[src/rtl/cpu_pkg.sv]
// Shared CPU front-end types and constants for the PC sequencer.
package cpu_pkg;

  localparam int          PC_W     = 5;
  localparam int unsigned RESET_PC = 0;

  typedef enum logic [1:0] {
    IDLE = 2'd0,
    RUN  = 2'd1,
    HALT = 2'd2
  } state_t;

endpackage

[src/rtl/pc_next_sel.sv]
// Combinational next-PC priority mux; also flags an all-ones to zero increment.
// With PC_SEQ_LINK_EN defined, call/ret redirects and the link write enable are added.
module pc_next_sel #(
  parameter int PC_W = cpu_pkg::PC_W
) (
  input  logic [PC_W-1:0] pc,
  input  logic            accept,
  input  logic            halt_req,
  input  logic            jmp,
  input  logic [PC_W-1:0] jmp_target,
  input  logic            br_taken,
  input  logic [PC_W-1:0] br_target,
`ifdef PC_SEQ_LINK_EN
  input  logic            call,
  input  logic            ret,
  input  logic [PC_W-1:0] link,
  output logic            link_we,
  output logic [PC_W-1:0] link_next,
`endif
  output logic [PC_W-1:0] pc_next,
  output logic            wrap_next
);

  logic [PC_W-1:0] pc_inc;

  assign pc_inc = pc + PC_W'(1);

`ifdef PC_SEQ_LINK_EN
  assign link_next = pc_inc;
`endif

  // A halting cycle still retires an accepted fetch, so it may increment and wrap.
  always_comb begin
    pc_next   = pc;
    wrap_next = 1'b0;
`ifdef PC_SEQ_LINK_EN
    link_we   = 1'b0;
`endif
    if (halt_req) begin
      if (accept) begin
        pc_next   = pc_inc;
        wrap_next = &pc;
      end
    end
`ifdef PC_SEQ_LINK_EN
    else if (ret) begin
      pc_next = link;
    end else if (call) begin
      pc_next = jmp_target;
      link_we = 1'b1;
    end
`endif
    else if (jmp) begin
      pc_next = jmp_target;
    end else if (br_taken) begin
      pc_next = br_target;
    end else if (accept) begin
      pc_next   = pc_inc;
      wrap_next = &pc;
    end
  end

endmodule

[src/rtl/pc_sequencer.sv]
// Program counter owner: sequences increment/branch/jump/stall/halt and issues fetches.
// Optional call/ret link register is enabled by defining PC_SEQ_LINK_EN.
module pc_sequencer #(
  parameter int          PC_W     = cpu_pkg::PC_W,
  parameter int unsigned RESET_PC = cpu_pkg::RESET_PC,
  parameter int          CNT_W    = 8
) (
  input  logic             clk,
  input  logic             rst_n,
  input  logic             start,
  input  logic             halt_req,
  input  logic             stall,
  input  logic             br_taken,
  input  logic [PC_W-1:0]  br_target,
  input  logic             jmp,
  input  logic [PC_W-1:0]  jmp_target,
  input  logic             fetch_ready,
`ifdef PC_SEQ_LINK_EN
  input  logic             call,
  input  logic             ret,
`endif
  output logic [PC_W-1:0]  pc,
  output logic             fetch_valid,
  output logic             halted,
  output logic             wrap,
  output logic [CNT_W-1:0] fetch_cnt
);

  import cpu_pkg::*;

  localparam logic [PC_W-1:0] RESET_VAL = RESET_PC[PC_W-1:0];

  state_t          state, state_next;
  logic            accept;
  logic            run;
  logic [PC_W-1:0] pc_next;
  logic            wrap_next;

  assign run         = (state == RUN);
  assign fetch_valid = run && !stall;
  assign halted      = (state == HALT);
  assign accept      = fetch_valid && fetch_ready;

`ifdef PC_SEQ_LINK_EN
  logic [PC_W-1:0] link;
  logic [PC_W-1:0] link_next;
  logic            link_we;
`endif

  pc_next_sel #(.PC_W(PC_W)) u_sel (
    .pc         (pc),
    .accept     (accept),
    .halt_req   (halt_req),
    .jmp        (jmp),
    .jmp_target (jmp_target),
    .br_taken   (br_taken),
    .br_target  (br_target),
`ifdef PC_SEQ_LINK_EN
    .call       (call),
    .ret        (ret),
    .link       (link),
    .link_we    (link_we),
    .link_next  (link_next),
`endif
    .pc_next    (pc_next),
    .wrap_next  (wrap_next)
  );

  always_ff @(posedge clk or negedge rst_n) begin
    if (!rst_n) state <= IDLE;
    else        state <= state_next;
  end

  // In RUN halt_req beats start; from IDLE/HALT start is the only way out.
  always_comb begin
    state_next = state;
    case (state)
      IDLE:    if (start) state_next = RUN;
      RUN:     if (halt_req) state_next = HALT;
      HALT:    if (start) state_next = RUN;
      default: state_next = IDLE;
    endcase
  end

  always_ff @(posedge clk or negedge rst_n) begin
    if (!rst_n) begin
      pc        <= RESET_VAL;
      wrap      <= 1'b0;
      fetch_cnt <= '0;
    end else begin
      wrap <= 1'b0;
      if (run) begin
        pc   <= pc_next;
        wrap <= wrap_next;
      end
      if (accept && (fetch_cnt != '1)) fetch_cnt <= fetch_cnt + CNT_W'(1);
    end
  end

`ifdef PC_SEQ_LINK_EN
  always_ff @(posedge clk or negedge rst_n) begin
    if (!rst_n)              link <= '0;
    else if (run && link_we) link <= link_next;
  end
`endif

endmodule
[config.mk]
export PLATFORM = sky130hd
export DESIGN_NAME = pc_sequencer
export DESIGN_NICKNAME = d
export VERILOG_FILES = /design/src/rtl/cpu_pkg.sv /design/src/rtl/pc_next_sel.sv /design/src/rtl/pc_sequencer.sv
export SDC_FILE = /design/constraint.sdc
export NUM_CORES = 1
export LEC_CHECK = 0
export BUFFER_PORTS_ARGS = -buffer_cell sky130_fd_sc_hd__buf_2
export CORE_MARGIN = 2
export CORE_UTILIZATION = 30
export CTS_CLUSTER_SIZE = 25
export DETAILED_ROUTE_END_ITERATION = 16
export GPL_ROUTABILITY_DRIVEN = 0
export GPL_TIMING_DRIVEN = 0
export PLACE_DENSITY = 0.55
export SLEW_MARGIN = 40
export SYNTH_ARGS = -nofsm -noshare
export SYNTH_HDL_FRONTEND = slang
export SYNTH_SLANG_ARGS = --single-unit
[constraint.sdc]
create_clock -name clk -period 1.75 [get_ports clk]
set_input_delay 0.2625 -clock clk [delete_from_list [all_inputs] [get_ports clk]]
set_output_delay 0.2625 -clock clk [all_outputs]
set_load 0.02 [all_outputs]
Word level (Yosys, flattened, before mapping)
Index checks and enable logic that the tools add are counted.
{ "classes": {"addsub": 2, "eq_ne": 5, "muxes": 12, "n_reduce_logical": 8} }
{ "ops": {"columns": ["operator", "count"], "rows": [
  ["$mux W5", 4],
  ["$add A8 B1 Y8 const B", 1],
  ["$ne A8 B8 Y1 const B", 1],
  ["$add A5 B1 Y5 const B", 1],
  ["$mux W1", 5],
  ["$reduce_and A5 Y1", 1],
  ["$mux W2", 2],
  ["$pmux W2 S2", 1],
  ["$logic_and A1 B1 Y1", 3],
  ["$eq A2 B1 Y1 const B", 1],
  ["$eq A2 B2 Y1 const B", 1],
  ["$logic_not A2 Y1", 1],
  ["$ne A2 B1 Y1 const B", 1],
  ["$ne A2 B2 Y1 const B", 1],
  ["$reduce_and A2 Y1", 1],
  ["$reduce_or A2 Y1", 1],
  ["$logic_not A1 Y1", 1]
]} }
{ "totals": {"regBits": 16, "out_inout_bits": 16, "wordCells": 31} }

Longest topological paths before layout
{ "depth": {"ltp_word": 8, "ltp_mapped": 5, "ltp_nobuf": 5} }

Modules after synthesis
From an unflattened synthesis, not the netlist that was laid out.
{ "unflattened": {"hier_cells": 93, "area_unflattened_um2": 972.2} }
{ "by_module_without_submodules": {"columns": ["mod", "instances", "cells_per_inst", "area_per_inst_um2"], "rows": [
  ["pc_sequencer", 1, 62, 748.2],
  ["pc_next_sel", 1, 31, 224.0]
]} }

Worst setup path before layout
Ideal clock, no wire load.
{ "synth_timing": {"path_type": "register to register", "from": "reg fetch_cnt[0]", "to": "reg fetch_cnt[1]", "setup_ps": 127, "arrival_ps": 1523, "t_required_ps": 1623, "path_slack_ps": 100, "stages_incl_launch_ff": 6, "path_buffers": 0, "synth_period_minus_slack_ps": 1650, "cell_sequence": "dfrtp_1 -> ha_1 -> nand4_1 -> nand2b_1 -> and2_4 -> mux2_1"} }
{ "synth_between": {"elab_chain_cells": 2, "word_cells_on_any_way": 3} }
{ "synth_rtl": {"columns": ["item", "line_no", "source"], "rows": [
  ["start, declared", "pc_sequencer.sv:26", "output logic [CNT_W-1:0] fetch_cnt"],
  ["start signal, assigned", "pc_sequencer.sv:96", "if (accept && (fetch_cnt != '1)) fetch_cnt <= fetch_cnt + CNT_W'(1);"],
  ["branches (longest 2 deep; another with $add A8 B1 Y8)", null, null]
]} }
Parallel ways; which one is timed is not known.
A chain may end at the register's enable or synchronous reset.

Final worst setup path
Ends and elaborated chain as after synthesis.

==> out/qor.txt <==
Routed Antenna Nets = 0
GRT busiest layer = met2
Pleak = 0.574 nW
Worst min path class = input pin to flip-flop
Max-Cap Viols = 0
Global Route met2 Usage = 0.196
PwrDens = 1230 nW/um^2
Total wire length = 1890 um
Synthesized flop and latch total = 16
Status = completed
Initial antenna violation count = 0
Sinks on Clock Net = 16
Ys async rst share = 1.00
Total chip power = 1.39 mW
Die Area = 3390 sq um
Port buffer count = 32
Post-Syn Area per Cell = 10.8 sq um
Gates resized, CTS repair = 0
Cell area after synthesis = 883 sq um
Area growth from synthesis to layout = 27.8%
Post-synthesis mux area share = 0.0652
Critical path's largest stage delay = 0.43 ns
Utilization after layout = 0.406
GR Layer Usage met1 = 0.155
Tightest Pin Transition = 0.399 ns
Die width = 58.3 um
Largest net degree at the start of global routing = 17
Critical path type = flip-flop to flip-flop
Minimum clock period = 1.65 ns
Fin nets = 141
Slowest CP cell = dfrtp_1
Clock skew = 0.00268 ns
Xor and xnor area share after synthesis = 0.0297
Grt total ovfl = 0
Final Hold Slack = 0.229 ns
Sequential area share after synthesis = 0.453
Maximum vdd drop = 657 uV
Met3 usage = 0.0469
Number of synthesized flops with an enable pin = 0
CTS Buf Count = 3
CTS H-tree lvls = 1
Adder-cell area share of the yosys netlist = 0.0425
Post-synthesis simple-gate area fraction = 0.211
Main synth FF type = dfrtp_1
Die H = 58.3 um
Syn Inst Count = 82
Detailed-route DRC error count = 0
Clk buf depth = 2
Number of core rows = 19
Startpoint Class = flip-flop
CTS clk-pin slew, worst paths = 0.10 ns
I/O pins = 34
Vias/cell = 5.16
Final setup fails = 0
Fin Setup TNS = 0 ns
RSZ-0062 raised after global routing = false
GRT Overall Usage = 0.122
Initial detailed-routing violation count = 43
WP data required = 1.94 ns
Finished Layout Cells = 150
Diodes inserted = 0
Core area = 2780 sq um
CP Cell Sequence = ha_1 > nand4_1 > nand2b_1 > and2_4 > mux2_1
Fin. Hold Viols = 0
Dpl cells = 145
First-pass GRT wire length = 3220 um
Largest family of logic cells by synthesized area = simple AND/OR/NAND/NOR gates
TritonCTS clock tree = done
Crit path arrival time = 1.83 ns
1st-pass router iterations = 4
Initial core utilization = 0.318
Routed WL per cell = 12.6 um
Post-synthesis compound-gate area fraction = 0.169
Post-DP HPWL = 1460 um
Crit. End Element = flip-flop
Synth unique cells = 37
Fmax = 607 MHz
Share of layout cells above drive strength 1 = 0.370
Vias = 774
Yosys warnings = 0
Worst-skew pair later-pin latency = 0.29 ns
Slew HR = 0.734
CP Max Fanout = 6
Tcrit/Tclk final = 0.942
Syn Nets = 103
Clk root buf = clkbuf_4
Pins Over Slew Limit = 0
Vias in the first global route = 764
layer usage:
metal  wire length, um  vias to the layer above
li1                  -                      381
met1               875                      359
met2               864                       32
met3               144                        2
met4                 8                        0
met5                 0                        -
area by class of cell:
cell class	instances	area, sq um
fillers	280	1650
multi-input cells	61	457
flip-flops and latches	16	400
repair buffers	33	170
well taps	31	38.8
clock buffers	4	36.3
plain buffers	2	15.0
inverters	3	11.3
sequential cells by signal, summed over array words and instances, names as in the netlist:
| register | cells |
|---|---|
| fetch_cnt | 8 |
| pc | 5 |
| state | 2 |
| wrap | 1 |
final timing paths:
check	startpoint	to	slack, ns	cells past startpoint
setup / recovery	fetch_cnt[0]$_DFFE_PN0P_	fetch_cnt[1]$_DFFE_PN0P_	0.10	5
hold / removal	start	state[0]$_DFFE_PN0P_	0.23	3
setup reg to reg	fetch_cnt[0]$_DFFE_PN0P_	fetch_cnt[1]$_DFFE_PN0P_	0.10	5
hold reg to reg	fetch_cnt[3]$_DFFE_PN0P_	fetch_cnt[3]$_DFFE_PN0P_	0.53	1
max in group asynchronous	rst_n	pc[0]$_DFFE_PN0N_	1.07	2
min in group asynchronous	rst_n	fetch_cnt[3]$_DFFE_PN0P_	0.40	2
cell usage in the layout (no fill, tap or decap), drive strengths merged, types with 3 or more instances in the layout:
master / instances
inv: 3
buf: 33
a22oi: 4
o22ai: 4
nand3: 3
ha: 3
a21oi: 5
mux2: 3
dfrtp: 16
clkbuf: 5
and3: 4
nand2b: 3
nand2: 3
nand4: 5
stage by stage:
stage / setup slack [ns] / instance area (sq um)
finish: 0.102 / 1130
global route: 0.0321 / 1130
CTS: 0.101 / 1130
detailed placement: 0.125 / 1080
global placement: 0.115 / 1080
floorplan: 0.0997 / 883
worst max-delay path, delay by kind of cell (launching register included):
kind,cells,cell delay (ns)
adders and majority gates,1,0.27
muxes,1,0.30
DFF,1,0.43
and+or+nand+nor,3,0.55
kinds of logic after synthesis:
kind of cell,count (synthesis)
fa+ha+maj,3
simple gates,28
compound gates,22
xor+xnor,3
mux,5
flops,16
buf+inv,5
cell usage after synthesis (2+ instances only):
master	instances	share of area
inv_1	3	0.013
nand3_1	3	0.017
a22oi_1	4	0.034
nand2b_1	3	0.021
nor2_1	2	0.0085
xnor2_1	2	0.020
nor2b_1	2	0.014
ha_1	3	0.042
o21ai_0	2	0.011
o22ai_1	4	0.028
mux2i_1	2	0.023
nand4_1	4	0.028
dfrtp_1	16	0.45
and3_1	3	0.021
a21oi_1	5	0.028
nand2_1	3	0.013
timing repair:
item | in CTS | in global routing
endpoints found under the hold margin | 16 | 0
hold buffers | 1 | 0
buffers inserted | 0 | 0
report_power, final:
part	leakage [nW]	internal, mW	switching [mW]
Clock	0.0210	0.127	0.127
Sequential	0.201	0.479	0.123
Combinational	0.352	0.224	0.312
No activity file was read; power rests on OpenSTA's default activity.
